<file path="config.mk">
export PLATFORM = sky130hd
export DESIGN_NAME = vscr_multi
export DESIGN_NICKNAME = d
export VERILOG_FILES = /design/src/rtl/vscr_pkg.sv /design/src/rtl/vscr_rd_pipe.sv /design/src/rtl/vscr_multi.sv
export SDC_FILE = /design/constraint.sdc
export NUM_CORES = 1
export LEC_CHECK = 0
export ABC_AREA = 1
export CORE_AREA = 2 2 39 41
export CTS_BUF_LIST = sky130_fd_sc_hd__clkbuf_16
export DETAILED_ROUTE_END_ITERATION = 6
export DIE_AREA = 0 0 41 43
export DONT_BUFFER_PORTS = 1
export PLACE_DENSITY = 0.57
export SLEW_MARGIN = 20
export SYNTH_ARGS = -nofsm -noshare
export SYNTH_HDL_FRONTEND = slang
export SYNTH_SLANG_ARGS = --single-unit
</file>
<file path="constraint.sdc">
create_clock -name clk -period 1.1 [get_ports clk]
set_clock_uncertainty 0.05 [all_clocks]
set_input_delay 0.33 -clock clk [delete_from_list [all_inputs] [get_ports clk]]
set_output_delay 0.33 -clock clk [all_outputs]
set_load 0.02 [all_outputs]
</file>
<file path="src/rtl/vscr_pkg.sv">
// Shared defaults and read-pipeline stage type for the multi-source VSCR.
// Bit positions are big-endian: architectural bit b lives at vector index DATA_W-1-b.
package vscr_pkg;

    localparam int          VSCR_DATA_W  = 32;
    localparam int          VSCR_TAG_W   = 5;
    localparam int          VSCR_SAT_BIT = 31;
    localparam int          VSCR_NJ_BIT  = 15;
    localparam logic [31:0] VSCR_WR_MASK = 32'h0001_0001;

    // One mfvscr pipeline slot at the default widths; wider builds pass their own type.
    typedef struct packed {
        logic                   valid;
        logic [VSCR_TAG_W-1:0]  tag;
        logic [VSCR_DATA_W-1:0] data;
    } vscr_rd_stage_t;

    function automatic int be_index(input int data_w, input int be_bit);
        return data_w - 1 - be_bit;
    endfunction

endpackage

</file>
<file path="src/rtl/vscr_rd_pipe.sv">
// READ_LAT-deep mfvscr result pipeline; the last stage keeps its data while idle
// so the RF-facing data bus holds the most recent read result.
module vscr_rd_pipe
    import vscr_pkg::*;
#(
    parameter int  READ_LAT = 1,
    parameter type stage_t  = vscr_rd_stage_t
) (
    input  logic   clk,
    input  logic   rst,
    input  stage_t in_stage,
    output stage_t out_stage
);

    if (READ_LAT < 1 || READ_LAT > 4) begin : g_bad_lat
        $fatal(1, "vscr_rd_pipe: READ_LAT must be in 1..4");
    end

    // Empty slots are forced to all-zero so an idle pipe never shows a stale tag.
    stage_t cap;
    assign cap = in_stage.valid ? in_stage : '0;

    for (genvar g = 0; g < READ_LAT; g++) begin : g_stage
        stage_t src;
        stage_t q;

        if (g == 0) begin : g_first
            assign src = cap;
        end else begin : g_rest
            assign src = g_stage[g-1].q;
        end

        if (g == READ_LAT - 1) begin : g_last
            always_ff @(posedge clk) begin
                if (rst) begin
                    q <= '0;
                end else begin
                    q.valid <= src.valid;
                    q.tag   <= src.tag;
                    if (src.valid) begin
                        q.data <= src.data;
                    end
                end
            end
        end else begin : g_mid
            always_ff @(posedge clk) begin
                if (rst) begin
                    q <= '0;
                end else begin
                    q <= src;
                end
            end
        end
    end

    assign out_stage = g_stage[READ_LAT-1].q;

endmodule

</file>
<file path="src/rtl/vscr_multi.sv">
// Vector Status and Control Register shared by NUM_SAT_SRC execution units.
// Optional build macro VSCR_RD_BYPASS_EN: mfvscr samples the next VSCR value instead of the current one.
module vscr_multi
    import vscr_pkg::*;
#(
    parameter int                DATA_W      = VSCR_DATA_W,
    parameter int                NUM_SAT_SRC = 3,
    parameter int                TAG_W       = VSCR_TAG_W,
    parameter int                READ_LAT    = 1,
    parameter int                SAT_BIT     = VSCR_SAT_BIT,
    parameter int                NJ_BIT      = VSCR_NJ_BIT,
    parameter logic [DATA_W-1:0] WR_MASK     = DATA_W'(VSCR_WR_MASK)
) (
    input  logic                   clk,
    input  logic                   rst,
    input  logic                   in_VSCRReadEnable,
    input  logic [TAG_W-1:0]       in_VSCRTargetRegister,
    input  logic                   in_VSCRWriteEnable,
    input  logic [DATA_W-1:0]      in_VSCR,
    input  logic [NUM_SAT_SRC-1:0] sat_en,
    input  logic [NUM_SAT_SRC-1:0] sat_data,
    output logic                   VSCR_RFTargetRegEn,
    output logic [TAG_W-1:0]       VSCR_RFTargetRegister,
    output logic [DATA_W-1:0]      out_VSCR,
    output logic                   vscr_nj,
    output logic                   vscr_sat
);

    if (SAT_BIT < 0 || SAT_BIT >= DATA_W || NJ_BIT < 0 || NJ_BIT >= DATA_W) begin : g_bad_bit
        $fatal(1, "vscr_multi: SAT_BIT and NJ_BIT must lie inside DATA_W");
    end
    if (SAT_BIT == NJ_BIT) begin : g_same_bit
        $fatal(1, "vscr_multi: SAT_BIT and NJ_BIT must differ");
    end
    if (NUM_SAT_SRC < 1 || NUM_SAT_SRC > 8) begin : g_bad_src
        $fatal(1, "vscr_multi: NUM_SAT_SRC must be in 1..8");
    end

    localparam int SAT_IDX = be_index(DATA_W, SAT_BIT);
    localparam int NJ_IDX  = be_index(DATA_W, NJ_BIT);

    typedef struct packed {
        logic              valid;
        logic [TAG_W-1:0]  tag;
        logic [DATA_W-1:0] data;
    } rd_stage_t;

    logic [DATA_W-1:0] vscr_reg;
    logic [DATA_W-1:0] vscr_nxt;
    logic [DATA_W-1:0] rd_sample;
    logic              sat_hit;

    assign sat_hit = |(sat_en & sat_data);

    // SAT is sticky: sources only ever set it, and a same-cycle hit survives mtvscr.
    always_comb begin
        vscr_nxt = in_VSCRWriteEnable ? (in_VSCR & WR_MASK) : vscr_reg;
        vscr_nxt[SAT_IDX] = vscr_nxt[SAT_IDX] | sat_hit;
    end

    always_ff @(posedge clk) begin
        if (rst) begin
            vscr_reg <= '0;
        end else begin
            vscr_reg <= vscr_nxt;
        end
    end

`ifdef VSCR_RD_BYPASS_EN
    assign rd_sample = vscr_nxt;
`else
    assign rd_sample = vscr_reg;
`endif

    // Read interface: valid-only, no back-pressure. in_VSCRReadEnable=1 issues one read;
    // READ_LAT cycles later VSCR_RFTargetRegEn is high for exactly one cycle with the tag.
    rd_stage_t rd_in;
    rd_stage_t rd_out;

    assign rd_in.valid = in_VSCRReadEnable;
    assign rd_in.tag   = in_VSCRTargetRegister;
    assign rd_in.data  = rd_sample;

    vscr_rd_pipe #(
        .READ_LAT (READ_LAT),
        .stage_t  (rd_stage_t)
    ) u_rd_pipe (
        .clk       (clk),
        .rst       (rst),
        .in_stage  (rd_in),
        .out_stage (rd_out)
    );

    assign VSCR_RFTargetRegEn    = rd_out.valid;
    assign VSCR_RFTargetRegister = rd_out.tag;
    assign out_VSCR              = rd_out.data;
    assign vscr_nj               = vscr_reg[NJ_IDX];
    assign vscr_sat              = vscr_reg[SAT_IDX];

endmodule

</file>
==> flow_metrics.py, run 1 <==
metrics = {
    "drt": {
        "postRouteAntennaNets": 0,
        "wl_per_cell_um": 7.45,
        "num_vias": 338,
        "dr.pass1.iters": 2,
        "wl_um": 685,
        "drt_iter0_markers": 3,
        "vias_per_cell": 3.67,
        "drc": 0,
    },
    "pwr": {
        "switching_share_pct": 25.1,
        "pwr-share-comb_pct": 11.0,
        "leakagePower_uw": 0.000307,
        "cellPowerDensity_nw_per_um2": 2090,
        "intPower_uw": 872,
        "switchingPower_uw": 293,
        "seqPwrFrac_pct": 35.5,
        "clkPwrFrac_pct": 53.6,
        "ir_drop_mv": 0.460,
    },
    "grt": {
        "antenna_found_initial": 0,
        "grt_max_degree": 7,
        "gr-total-overflow": 0,
        "grt_pass1_wl_um": 876,
        "track_usage_pct": 8.04,
        "grt_pass1_vias": 247,
    },
    "critical_path": {
        "r2r-end": "rd_sample[0]$_SDFF_PP0_",
        "regToRegSetupSlack_ns": 0.28,
        "path_class": "reg2out",
        "crit_end": "vscr_nj",
        "crit_path_start": "rd_sample[16]$_SDFFE_PP0P_",
        "worst_ep_arrival_time_ns": 0.69,
        "crit_cells": 0,
        "r2r_start": "rd_sample[0]$_SDFF_PP0_",
        "r2r_cells": 4,
        "worst_setup_path_start_kind": "flip-flop",
        "cp-end-kind": "primary output",
        "required_ns": 0.72,
        "crit_fanout": 3,
    },
    "yosys": {
        "synth_fa_ha_area_share_pct": 0,
        "synth_mux_area_share_pct": 0,
        "synth_area_leader_cell": "buf_4",
        "yosysUniqueCellTypes": 13,
        "seq_area_frac_synth_pct": 34.2,
        "synth-xor-area-share_pct": 0,
        "synth_warnings": 0,
        "netlist_top_cells_area": "buf_4 (38%), dfxtp_1 (34%), nand2_1 (7.7%), inv_1 (4.5%), nor2_2 (4.3%)",
        "syn_inst": 74,
        "synth_top_area_share_pct": 38.5,
        "synth_compound_area_share_pct": 2.56,
        "avgSynthCellArea_um2": 7.91,
        "yosys.area_share.simple_pct": 17.1,
        "postSynthRegisterBits": 10,
        "synth_top_family_by_area": "buffers and inverters",
        "synth_area_um2": 586,
    },
    "floorplanning": {
        "fp.dieW_um": 41,
        "dieArea_um2": 1760,
        "core-area_um2": 1380,
        "dieHeight_um": 43,
        "initial_core_util_pct": 42.3,
        "rows": 14,
        "io_pins": 87,
    },
    "clock_network": {
        "cts_setup_buffers": 0,
        "cts_max_level": 1,
        "post_cts_resized": 0,
        "clockRootBuffer": "clkbuf_16",
        "tritoncts": "built",
        "clkTransAtPathRegs_ns": 0.04,
        "cts.path.max_buffers": 2,
        "clk_latency_ns": 0.23,
        "cts_sinks": 10,
        "cts_hold_buf": 0,
        "numCtsBuffers": 3,
    },
    "sta": {
        "rsz0062_at_grt": "false",
        "tns_ns": 0,
        "drv_slew": 0,
        "fin_hold_ws_ns": 0.112,
        "final.min_clock_period_ns": 1.07,
        "finalHoldViolations": 0,
        "finalSetupViolCount": 0,
        "min_period_over_period_pct": 97.6,
        "fmax_mhz": 931,
    },
    "cells_and_area": {
        "antennaDiodeCount": 0,
        "fill_cells": 153,
        "layout.nets": 124,
        "area_growth_pct": -4.91,
        "final_cell_mix": "conb_1 (30), nand2_1 (12), dfxtp_1 (10)",
        "final_layout_size_suffix_gt1_share_pct": 11.8,
        "finish.utilization_pct": 40.2,
        "final_common_cell": "conb_1",
    },
    "hold_path": {
        "hp-class": "in2reg",
        "whs_path_depth": 1,
    },
    "placement": {
        "globalplace.congestion": 0.507,
        "portBuffers": 0,
        "dp_hpwl_um": 586,
    },
    "job": {
        "cap_violations": 0,
    },
    "run_status": {
        "outcome": "completed",
    },
}
cell usage after synthesis:
cell     count
or2_1        1
inv_2        1
inv_1        7
nor2_1       2
nor2_2       4
buf_4       30
conb_1       1
a21oi_1      3
buf_6        1
nor2_4       1
dfxtp_1     10
nand2_1     12
nand3_1      1
sequential cells by signal (all words and copies together), names as in the netlist:
| name | count |
|---|---|
| u_rd_pipe.out_stage | 8 |
| rd_sample | 2 |
layout make-up:
cell class	count	area, um2	area share, %
Clock inverter	1	3.75	0.674
Multi-Input combinational cell	54	228	40.9
Inverter	8	30.0	5.39
Sequential cell	10	200	36.0
Tap cell	16	20.0	3.60
Clock buffer	3	75.1	13.5
routing by layer:
metal	routed length (um)	global-route usage, %	vias up
met2	357	10.9	34
met4	8	10.0	0
li1	-	-	160
met3	111	3.14	2
met1	209	7.74	142
met5	0	0	-
power groups by stage:
stage	clock network (uW)	logic (uW)	registers, uW
final	624	128	413
after global routing	654	142	417
after CTS	639	127	414
after detailed placement	0	126	420
after global placement	0	125	420
after floorplan	0	208	417
logic make-up after synthesis:
kind of cell | Yosys count
flops | 10
simple gates | 21
compound gates | 3
buf+inv | 39
other cells | 1
through the flow:
stage / setup slack (ns) / area (um2) / power (uW) / std cells
after CTS: 0.0235 / 557 / 1180 / 92
after detailed placement: 0.172 / 478 / 546 / 88
after floorplan: 0.241 / 694 / 625 / 103
after global routing: 0.0000864 / 557 / 1210 / 92
after global placement: 0.186 / 478 / 545 / 88
final: 0.0263 / 557 / 1170 / 92
worst min path at each step:
stage	startpoint	to	slack [ns]
CTS	rst	rd_sample[16]$_SDFFE_PP0P_	0.11
global placement	rst	rd_sample[16]$_SDFFE_PP0P_	0.35
detailed placement	rst	rd_sample[16]$_SDFFE_PP0P_	0.35
floorplan	rst	rd_sample[16]$_SDFFE_PP0P_	0.35
global route	rst	u_rd_pipe.out_stage[16]$_SDFFE_PP0P_	0.11
finish	rst	u_rd_pipe.out_stage[0]$_SDFFE_PP0P_	0.11
No activity file was read; power rests on OpenSTA's default activity.
==> run 2: changes to the inputs <==
==> constraint.sdc (replaced) <==
create_clock -name clk -period 1.12 [get_ports clk]
set_clock_uncertainty 0.05 [all_clocks]
set_input_delay 0.336 -clock clk [delete_from_list [all_inputs] [get_ports clk]]
set_output_delay 0.336 -clock clk [all_outputs]
set_load 0.02 [all_outputs]
==> results of run 2 <==
The final DEF is identical to that of run 1. Status: completed.
Main changes from that run: setup slack after placement 0.172 ns -> 0.186 ns; setup slack after layout 0.0263 ns -> 0.0403 ns; hold slack 0.112 ns -> 0.118 ns; register-to-register setup slack 0.28 ns -> 0.30 ns; total power 1170 uW -> 1140 uW; worst IR drop on VDD 0.460 mV -> 0.452 mV
